$ cat src/rtl/des_pkg.sv
// DES constants, widths and bit-numbered helper functions shared by the unrolled core.
// All vectors use [1:N] so indices match the DES tables directly.
package des_pkg;

  localparam int unsigned BLOCK_W    = 64;
  localparam int unsigned HALF_W     = 32;
  localparam int unsigned SUBKEY_W   = 48;
  localparam int unsigned NUM_ROUNDS = 16;

  typedef enum logic [1:0] {IDLE, ROUND, DONE} state_t;

  localparam int IP_T [64] = '{
    58, 50, 42, 34, 26, 18, 10, 2, 60, 52, 44, 36, 28, 20, 12, 4,
    62, 54, 46, 38, 30, 22, 14, 6, 64, 56, 48, 40, 32, 24, 16, 8,
    57, 49, 41, 33, 25, 17,  9, 1, 59, 51, 43, 35, 27, 19, 11, 3,
    61, 53, 45, 37, 29, 21, 13, 5, 63, 55, 47, 39, 31, 23, 15, 7};

  localparam int IPI_T [64] = '{
    40, 8, 48, 16, 56, 24, 64, 32, 39, 7, 47, 15, 55, 23, 63, 31,
    38, 6, 46, 14, 54, 22, 62, 30, 37, 5, 45, 13, 53, 21, 61, 29,
    36, 4, 44, 12, 52, 20, 60, 28, 35, 3, 43, 11, 51, 19, 59, 27,
    34, 2, 42, 10, 50, 18, 58, 26, 33, 1, 41,  9, 49, 17, 57, 25};

  localparam int E_T [48] = '{
    32,  1,  2,  3,  4,  5,  4,  5,  6,  7,  8,  9,
     8,  9, 10, 11, 12, 13, 12, 13, 14, 15, 16, 17,
    16, 17, 18, 19, 20, 21, 20, 21, 22, 23, 24, 25,
    24, 25, 26, 27, 28, 29, 28, 29, 30, 31, 32,  1};

  localparam int P_T [32] = '{
    16,  7, 20, 21, 29, 12, 28, 17,  1, 15, 23, 26,  5, 18, 31, 10,
     2,  8, 24, 14, 32, 27,  3,  9, 19, 13, 30,  6, 22, 11,  4, 25};

  localparam int PC1_T [56] = '{
    57, 49, 41, 33, 25, 17,  9,  1, 58, 50, 42, 34, 26, 18,
    10,  2, 59, 51, 43, 35, 27, 19, 11,  3, 60, 52, 44, 36,
    63, 55, 47, 39, 31, 23, 15,  7, 62, 54, 46, 38, 30, 22,
    14,  6, 61, 53, 45, 37, 29, 21, 13,  5, 28, 20, 12,  4};

  localparam int PC2_T [48] = '{
    14, 17, 11, 24,  1,  5,  3, 28, 15,  6, 21, 10,
    23, 19, 12,  4, 26,  8, 16,  7, 27, 20, 13,  2,
    41, 52, 31, 37, 47, 55, 30, 40, 51, 45, 33, 48,
    44, 49, 39, 56, 34, 53, 46, 42, 50, 36, 29, 32};

  localparam int SHIFTS [16] = '{1, 1, 2, 2, 2, 2, 2, 2, 1, 2, 2, 2, 2, 2, 2, 1};

  // Each S-box is stored row-major: entry index = row*16 + column.
  localparam int SBOX [8][64] = '{
    '{14, 4,13, 1, 2,15,11, 8, 3,10, 6,12, 5, 9, 0, 7,
       0,15, 7, 4,14, 2,13, 1,10, 6,12,11, 9, 5, 3, 8,
       4, 1,14, 8,13, 6, 2,11,15,12, 9, 7, 3,10, 5, 0,
      15,12, 8, 2, 4, 9, 1, 7, 5,11, 3,14,10, 0, 6,13},
    '{15, 1, 8,14, 6,11, 3, 4, 9, 7, 2,13,12, 0, 5,10,
       3,13, 4, 7,15, 2, 8,14,12, 0, 1,10, 6, 9,11, 5,
       0,14, 7,11,10, 4,13, 1, 5, 8,12, 6, 9, 3, 2,15,
      13, 8,10, 1, 3,15, 4, 2,11, 6, 7,12, 0, 5,14, 9},
    '{10, 0, 9,14, 6, 3,15, 5, 1,13,12, 7,11, 4, 2, 8,
      13, 7, 0, 9, 3, 4, 6,10, 2, 8, 5,14,12,11,15, 1,
      13, 6, 4, 9, 8,15, 3, 0,11, 1, 2,12, 5,10,14, 7,
       1,10,13, 0, 6, 9, 8, 7, 4,15,14, 3,11, 5, 2,12},
    '{ 7,13,14, 3, 0, 6, 9,10, 1, 2, 8, 5,11,12, 4,15,
      13, 8,11, 5, 6,15, 0, 3, 4, 7, 2,12, 1,10,14, 9,
      10, 6, 9, 0,12,11, 7,13,15, 1, 3,14, 5, 2, 8, 4,
       3,15, 0, 6,10, 1,13, 8, 9, 4, 5,11,12, 7, 2,14},
    '{ 2,12, 4, 1, 7,10,11, 6, 8, 5, 3,15,13, 0,14, 9,
      14,11, 2,12, 4, 7,13, 1, 5, 0,15,10, 3, 9, 8, 6,
       4, 2, 1,11,10,13, 7, 8,15, 9,12, 5, 6, 3, 0,14,
      11, 8,12, 7, 1,14, 2,13, 6,15, 0, 9,10, 4, 5, 3},
    '{12, 1,10,15, 9, 2, 6, 8, 0,13, 3, 4,14, 7, 5,11,
      10,15, 4, 2, 7,12, 9, 5, 6, 1,13,14, 0,11, 3, 8,
       9,14,15, 5, 2, 8,12, 3, 7, 0, 4,10, 1,13,11, 6,
       4, 3, 2,12, 9, 5,15,10,11,14, 1, 7, 6, 0, 8,13},
    '{ 4,11, 2,14,15, 0, 8,13, 3,12, 9, 7, 5,10, 6, 1,
      13, 0,11, 7, 4, 9, 1,10,14, 3, 5,12, 2,15, 8, 6,
       1, 4,11,13,12, 3, 7,14,10,15, 6, 8, 0, 5, 9, 2,
       6,11,13, 8, 1, 4,10, 7, 9, 5, 0,15,14, 2, 3,12},
    '{13, 2, 8, 4, 6,15,11, 1,10, 9, 3,14, 5, 0,12, 7,
       1,15,13, 8,10, 3, 7, 4,12, 5, 6,11, 0,14, 9, 2,
       7,11, 4, 1, 9,12,14, 2, 0, 6,10,13,15, 3, 5, 8,
       2, 1,14, 7, 4,10, 8,13,15,12, 9, 0, 3, 5, 6,11}};

  function automatic logic [1:BLOCK_W] ip_permutation(input logic [1:BLOCK_W] d);
    logic [1:BLOCK_W] o;
    for (int unsigned i = 0; i < BLOCK_W; i++) o[i+1] = d[IP_T[i]];
    return o;
  endfunction

  function automatic logic [1:BLOCK_W] ip_inverse_permutation(input logic [1:BLOCK_W] d);
    logic [1:BLOCK_W] o;
    for (int unsigned i = 0; i < BLOCK_W; i++) o[i+1] = d[IPI_T[i]];
    return o;
  endfunction

  function automatic logic [1:SUBKEY_W] e_expand(input logic [1:HALF_W] r);
    logic [1:SUBKEY_W] o;
    for (int unsigned i = 0; i < SUBKEY_W; i++) o[i+1] = r[E_T[i]];
    return o;
  endfunction

  // Outer bits (1 and 6) of each 6-bit group pick the row, inner four the column.
  function automatic logic [1:HALF_W] sbox_substitute(input logic [1:SUBKEY_W] x);
    logic [1:HALF_W] o;
    logic [5:0]      b;
    logic [3:0]      v;
    for (int unsigned i = 0; i < 8; i++) begin
      for (int unsigned j = 0; j < 6; j++) b[5-j] = x[6*i+1+j];
      v = 4'(SBOX[i][{b[5], b[0], b[4:1]}]);
      for (int unsigned j = 0; j < 4; j++) o[4*i+1+j] = v[3-j];
    end
    return o;
  endfunction

  function automatic logic [1:HALF_W] p_permute(input logic [1:HALF_W] d);
    logic [1:HALF_W] o;
    for (int unsigned i = 0; i < HALF_W; i++) o[i+1] = d[P_T[i]];
    return o;
  endfunction

endpackage

$ cat src/rtl/des_core_unrolled_if.sv
// Request/result bundle between a DES core and its client.
interface des_core_unrolled_if;
  import des_pkg::*;

  logic                                start;
  logic                                mode;
  logic [1:BLOCK_W]                    message;
  logic [1:NUM_ROUNDS*SUBKEY_W]        round_keys;
  logic                                ready;
  logic                                done;
  logic [1:BLOCK_W]                    result;

  modport master (
    output start, mode, message, round_keys,
    input  ready, done, result
  );

  modport slave (
    input  start, mode, message, round_keys,
    output ready, done, result
  );
endinterface

$ cat src/rtl/des_round_comb.sv
// One combinational DES Feistel round: L' = R, R' = L ^ f(R, Kn).
module des_round_comb
  import des_pkg::*;
(
  input  logic [1:HALF_W]   l_in,
  input  logic [1:HALF_W]   r_in,
  input  logic [1:SUBKEY_W] kn,
  output logic [1:HALF_W]   l_out,
  output logic [1:HALF_W]   r_out
);

  always_comb begin
    l_out = r_in;
    r_out = l_in ^ p_permute(sbox_substitute(e_expand(r_in) ^ kn));
  end

endmodule

$ cat src/rtl/des_core_unrolled.sv
// Iterative DES encrypt/decrypt core: UNROLL rounds per clock, 16/UNROLL clocks per block,
// ready/start handshake with back-to-back acceptance from the DONE state.
module des_core_unrolled
  import des_pkg::*;
#(
  parameter int unsigned UNROLL = 2
) (
  input  logic           clk,
  input  logic           rst,
  des_core_unrolled_if.slave bus
);

  localparam int unsigned NR     = NUM_ROUNDS / UNROLL;
  localparam int unsigned CNT_W  = $clog2(NR) + 1;
  localparam int unsigned KEYS_W = NUM_ROUNDS * SUBKEY_W;

  if (UNROLL != 1 && UNROLL != 2 && UNROLL != 4 && UNROLL != 8 && UNROLL != 16) begin : g_bad_unroll
    $error("des_core_unrolled: UNROLL must be 1, 2, 4, 8 or 16");
  end

  state_t              state_q;
  logic [1:HALF_W]     l_q, r_q;
  logic [1:KEYS_W]     key_q;
  logic                dir_q;
  logic [CNT_W-1:0]    cnt_q;
  logic                ready_q, done_q;
  logic [1:BLOCK_W]    result_q;

  logic [1:HALF_W]     l_ch [UNROLL+1];
  logic [1:HALF_W]     r_ch [UNROLL+1];
  logic [1:SUBKEY_W]   kn   [UNROLL];

  assign l_ch[0] = l_q;
  assign r_ch[0] = r_q;

  // Encrypt consumes keys from the [1] end and shifts left; decrypt from the [768] end and shifts right.
  for (genvar j = 0; j < UNROLL; j++) begin : g_round
    assign kn[j] = dir_q ? key_q[KEYS_W - SUBKEY_W*(j+1) + 1 +: SUBKEY_W]
                         : key_q[SUBKEY_W*j + 1 +: SUBKEY_W];

    des_round_comb u_round (
      .l_in  (l_ch[j]),
      .r_in  (r_ch[j]),
      .kn    (kn[j]),
      .l_out (l_ch[j+1]),
      .r_out (r_ch[j+1])
    );
  end

  always_ff @(posedge clk or posedge rst) begin
    if (rst) begin
      state_q  <= IDLE;
      l_q      <= '0;
      r_q      <= '0;
      key_q    <= '0;
      dir_q    <= 1'b0;
      cnt_q    <= '0;
      ready_q  <= 1'b1;
      done_q   <= 1'b0;
      result_q <= '0;
    end else begin
      done_q <= 1'b0;
      unique case (state_q)
        IDLE, DONE: begin
          if (bus.start) begin
            {l_q, r_q} <= ip_permutation(bus.message);
            key_q      <= bus.round_keys;
            dir_q      <= bus.mode;
            cnt_q      <= '0;
            ready_q    <= 1'b0;
            state_q    <= ROUND;
          end else begin
            ready_q <= 1'b1;
            state_q <= IDLE;
          end
        end
        ROUND: begin
          l_q   <= l_ch[UNROLL];
          r_q   <= r_ch[UNROLL];
          key_q <= dir_q ? (key_q >> (SUBKEY_W*UNROLL)) : (key_q << (SUBKEY_W*UNROLL));
          cnt_q <= cnt_q + 1'b1;
          if (cnt_q == CNT_W'(NR - 1)) begin
            result_q <= ip_inverse_permutation({r_ch[UNROLL], l_ch[UNROLL]});
            done_q   <= 1'b1;
            ready_q  <= 1'b1;
            state_q  <= DONE;
          end
        end
        default: begin
          ready_q <= 1'b1;
          state_q <= IDLE;
        end
      endcase
    end
  end

  assign bus.ready  = ready_q;
  assign bus.done   = done_q;
  assign bus.result = result_q;

endmodule
$ cat src/flat_wrapper.sv
// flat-port wrapper written by rule: the top's interface ports become plain ports
module des_core_unrolled_flat import des_pkg::*;
#(
  parameter int unsigned UNROLL = 2
)
  (clk, rst, bus_start, bus_mode, bus_message, bus_round_keys, bus_ready, bus_done, bus_result);
  des_core_unrolled_if bus_i ();
  input  logic clk;
  input  logic rst;
  input wire logic [$bits(bus_i.start)-1:0] bus_start;
  input wire logic [$bits(bus_i.mode)-1:0] bus_mode;
  input wire logic [$bits(bus_i.message)-1:0] bus_message;
  input wire logic [$bits(bus_i.round_keys)-1:0] bus_round_keys;
  output wire logic [$bits(bus_i.ready)-1:0] bus_ready;
  output wire logic [$bits(bus_i.done)-1:0] bus_done;
  output wire logic [$bits(bus_i.result)-1:0] bus_result;
  assign bus_i.start = bus_start;
  assign bus_i.mode = bus_mode;
  assign bus_i.message = bus_message;
  assign bus_i.round_keys = bus_round_keys;
  assign bus_ready = bus_i.ready;
  assign bus_done = bus_i.done;
  assign bus_result = bus_i.result;
  des_core_unrolled #(.UNROLL(UNROLL)) u_core (.clk(clk), .rst(rst), .bus(bus_i));
endmodule
$ cat config.mk
export PLATFORM = sky130hd
export DESIGN_NAME = des_core_unrolled_flat
export DESIGN_NICKNAME = d
export VERILOG_FILES = /design/src/rtl/des_pkg.sv /design/src/rtl/des_core_unrolled_if.sv /design/src/rtl/des_round_comb.sv /design/src/rtl/des_core_unrolled.sv /design/src/flat_wrapper.sv
export SDC_FILE = /design/constraint.sdc
export NUM_CORES = 2
export LEC_CHECK = 0
export ABC_AREA = 1
export CAP_MARGIN = 20
export CORE_ASPECT_RATIO = 0.9
export CORE_UTILIZATION = 51
export DETAILED_ROUTE_END_ITERATION = 16
export PLACE_DENSITY = 0.79
export SLEW_MARGIN = 20
export SYNTH_ARGS = -nofsm -noshare
export SYNTH_HDL_FRONTEND = slang
export SYNTH_HIERARCHICAL = 1
export SYNTH_SLANG_ARGS = --single-unit
$ cat constraint.sdc
create_clock -name clk -period 36.1 [get_ports clk]
set_input_delay 3.61 -clock clk [delete_from_list [all_inputs] [get_ports clk]]
set_output_delay 3.61 -clock clk [all_outputs]
set_load 0.005 [all_outputs]
==> key figures <==
Clocking
  – Clock Sink Count: 905
  – Deepest clock path buffer count: 3
  – H-tree levels: 3
  – Clock root buffer master: clkbuf_16
  – CTS tree: done
  – Count of instances resized after the clock tree is built: 0
  – Worst-skew pair later-pin latency: between 700 and 800 ps
  – Number of buffers inserted during clock tree synthesis: 99
  – Count of hold buffers inserted by post-cts repair: 0
  – CTS clock-pin slew for the worst setup and hold paths: approximately 60 ps
  – Post CTS Setup Buffer Count: 0

Setup path
  – Data required time of the critical path: ~37000 ps
  – Critical Path Source: u_core/dir_q
  – Critical Path Sink: u_core/r_q[14]
  – Cell mode on critical path: nand2_1
  – Path type of the worst setup path: register to register
  – Data arrival time at the worst-slack endpoint: 9030 ps
  – Startpoint class of the critical path: register
  – Critical path's largest stage delay: about 890 ps
  – Launch instance of the worst register-to-register path: u_core/dir_q
  – Crit path capture type: register
  – End of the worst register-to-register path: u_core/r_q[14]
  – Worst-case register-to-register setup slack: roughly 28000 ps
  – Worst Path Max Fanout: 85
  – Critical-path top delay cell: dfrtp_4
  – Worst R2R Path Depth: 37

STA
  – Share of the clock period used by the worst path after layout: 23.1%
  – Worst slew pin tran: 1370 ps
  – Pins over their slew limit: 0
  – RSZ-0062 raised after global routing: false
  – Sum of negative setup slack: 0 ps
  – Final hold violation count: 0
  – Setup Viol. Count Final: 0
  – Hold_ws: between 400 and 500 ps
  – Max-slew headroom at the worst pin: approximately 8.4%
  – Clock period minus final worst setup slack: roughly 8300 ps
  – Clock skew after layout: around 48 ps
  – FMAX: between 100 and 150 MHz

Route
  – Routed vias/inst: 5.70
  – Total via count in the routed design: approximately 70000
  – Starting DRC count in detailed routing: 9672
  – Routed length per instance: approximately 22 um
  – WL final: 263 mm
  – Iteration count of the initial detailed-routing pass: 9
  – DRC errors left: 0
  – Number of routed nets with antenna violations: 0

Synth
  – Synth top area cells: dfrtp_1 36%, nand2_1 20%, nand3_1 11%, o21ai_0 8.1%, inv_1 7.8%
  – Post-synthesis net count: roughly 11000
  – Leading area contributor after synthesis: dfrtp_1
  – Cell count after synthesis: ~10000
  – Portion of the post-synthesis area used by sequential elements: between 30 and 40%
  – Mean Syn Cell Area: around 6.3 um2
  – Synthesized flop and latch total: 905
  – Commonest cells in the synthesized netlist: 3423 x nand2_1, 1327 x nand3_1, 1307 x inv_1
  – Netlist cell types: 29
  – Post-synthesis instance area: roughly 63000 um2
  – Fraction of synthesized cell area taken by the top area cell type: between 30% and 40%
  – Number of flops mapped to enable cells by yosys: 0
  – Commonest register cell after synthesis: dfrtp_1
  – Share of synthesized registers carrying an async set or reset: 100%
  – Yosys warnings: 6
  – Most common cell in the netlist: nand2_1

Run
  – Max-Cap Viols: 0

Die
  – Horizontal die dimension: 373 um
  – Die Footprint: between 100000 and 150000 um2
  – Starting density of the core: 51.4%
  – Y dimension of the die: approximately 340 um
  – Number of I/O pins: approximately 900
  – Core Area: 123000 um2
  – Standard-cell rows: around 120

Finish
  – Post-Layout Inst Area: 75200 um2
  – Number of nets at the end of the flow: about 11000
  – Share of layout cells above drive strength 1: 2.52%
  – Area taken by flip-flops and latches: around 23000 um2
  – Final standard cell count with taps included and fillers excluded: 12190
  – Multi-input logic area: between 30000 and 40000 um2
  – Fillers: roughly 11000
  – Layout overhead on the synthesized area: 19.1%

Placed design
  – Instance area after placement: just over 70000 um2
  – Port Buffer Count: roughly 900
  – Global placement routability congestion: slightly below 1
  – Half-perimeter wire length after placement: 194 mm
  – Cell Count Post-Placement: between 10000 and 15000

GRT
  – Number of antenna violations at the first check in global routing: 48
  – Total grt overflow: 0
  – Total global routing track utilization: between 40% and 50%
  – Vias in the first global route: ~63000
  – Wire length of the first global-routing pass: slightly below 400 mm
  – Maximum number of pins on one net before global-route repair: between 200 and 300

Min path
  – Min-delay worst type: register to register

Status
  – Result of the run: completed
==> worst max-delay path, delay by kind of cell, from the launching register on <==
| kind | cells | cell delay [ps] |
|---|---|---|
| buffers and inverters | 9 | 3500 |
| AND/OR/NAND/NOR | 24 | 2570 |
| flip-flops | 1 | 890 |
| adder cells (fa/ha/maj) | 2 | 770 |
| AO/OA/AOI/OAI | 2 | 400 |
==> through the flow <==
stage,utilization [%],setup WS (ps)
after detailed placement,58.4,26910
after global routing,61.2,27130
after floorplan,-,7050
after CTS,61.2,27720
after global placement,58.4,26970
final,61.2,27760
==> placed cells by master, fill, tap and decap left out, drive strengths merged <==
master            n
inv            1320
o211ai            4
dfstp             1
a21oi           588
dfrtp           904
xor2             18
buf              66
clkinv           20
ha              125
nand4             4
clkbuf          146
nand3b           40
xnor2            42
nand3          1329
nand2          3428
o21ai          1022
o21bai            2
bufinv            8
diode            14
nor2            596
clkdlybuf4s50   901
==> registers in the layout (all words and copies together), names as in the netlist <==
register,count
u_core/key_q,768
u_core/bus.result,64
u_core/l_q,32
u_core/r_q,32
u_core/cnt_q,4
u_core/state_q,2
u_core/bus.done,1
u_core/bus.ready,1
u_core/dir_q,1
==> worst min-delay path by stage <==
stage,startpoint,end,slack (ps),cells past startpoint
final,u_core/key_q[89],u_core/key_q[89],480,2
after global routing,u_core/key_q[36],u_core/key_q[36],490,2
after CTS,u_core/key_q[70],u_core/key_q[70],480,2
after detailed placement,u_core/key_q[62],u_core/key_q[62],460,2
after global placement,u_core/key_q[62],u_core/key_q[62],460,2
after floorplan,u_core/key_q[10],u_core/key_q[10],450,2
==> logic make-up (layout without fill, tap and decap cells) <==
logic type,count (synthesis),after routing,share of synthesized area [%]
other,0,14,0
XOR/XNOR,60,60,0.998
flip-flops,905,905,35.8
AO/OA/AOI/OAI,1616,1616,12.8
buffers and inverters,1981,2461,12.9
adder cells (fa/ha/maj),125,125,2.47
AND/OR/NAND/NOR,5397,5397,35.0
==> cell type report <==
class	instances	area share, %
inverter	1315	6.59
clock inverter	33	0.630
sequential	905	30.1
timing repair buffer	967	12.8
tap	1612	2.68
multi-input combinational	7198	43.2
clock buffer	146	3.94
antenna	14	0.0466
==> per-layer routing <==
metal | up-vias | share of wire [%] | wire, um | global-route usage (%)
li1 | 32347 | - | - | -
met1 | 32515 | 40 | 105000 | 54.5
met2 | 3939 | 42 | 110000 | 58.0
met3 | 692 | 11 | 29200 | 10.4
met4 | 50 | 7.0 | 18400 | 25.5
met5 | - | 0.12 | 326 | 0
Power is left out: the tool's default activity adds up to more than one toggle a clock period on the data nets, which glitch-free logic cannot reach.
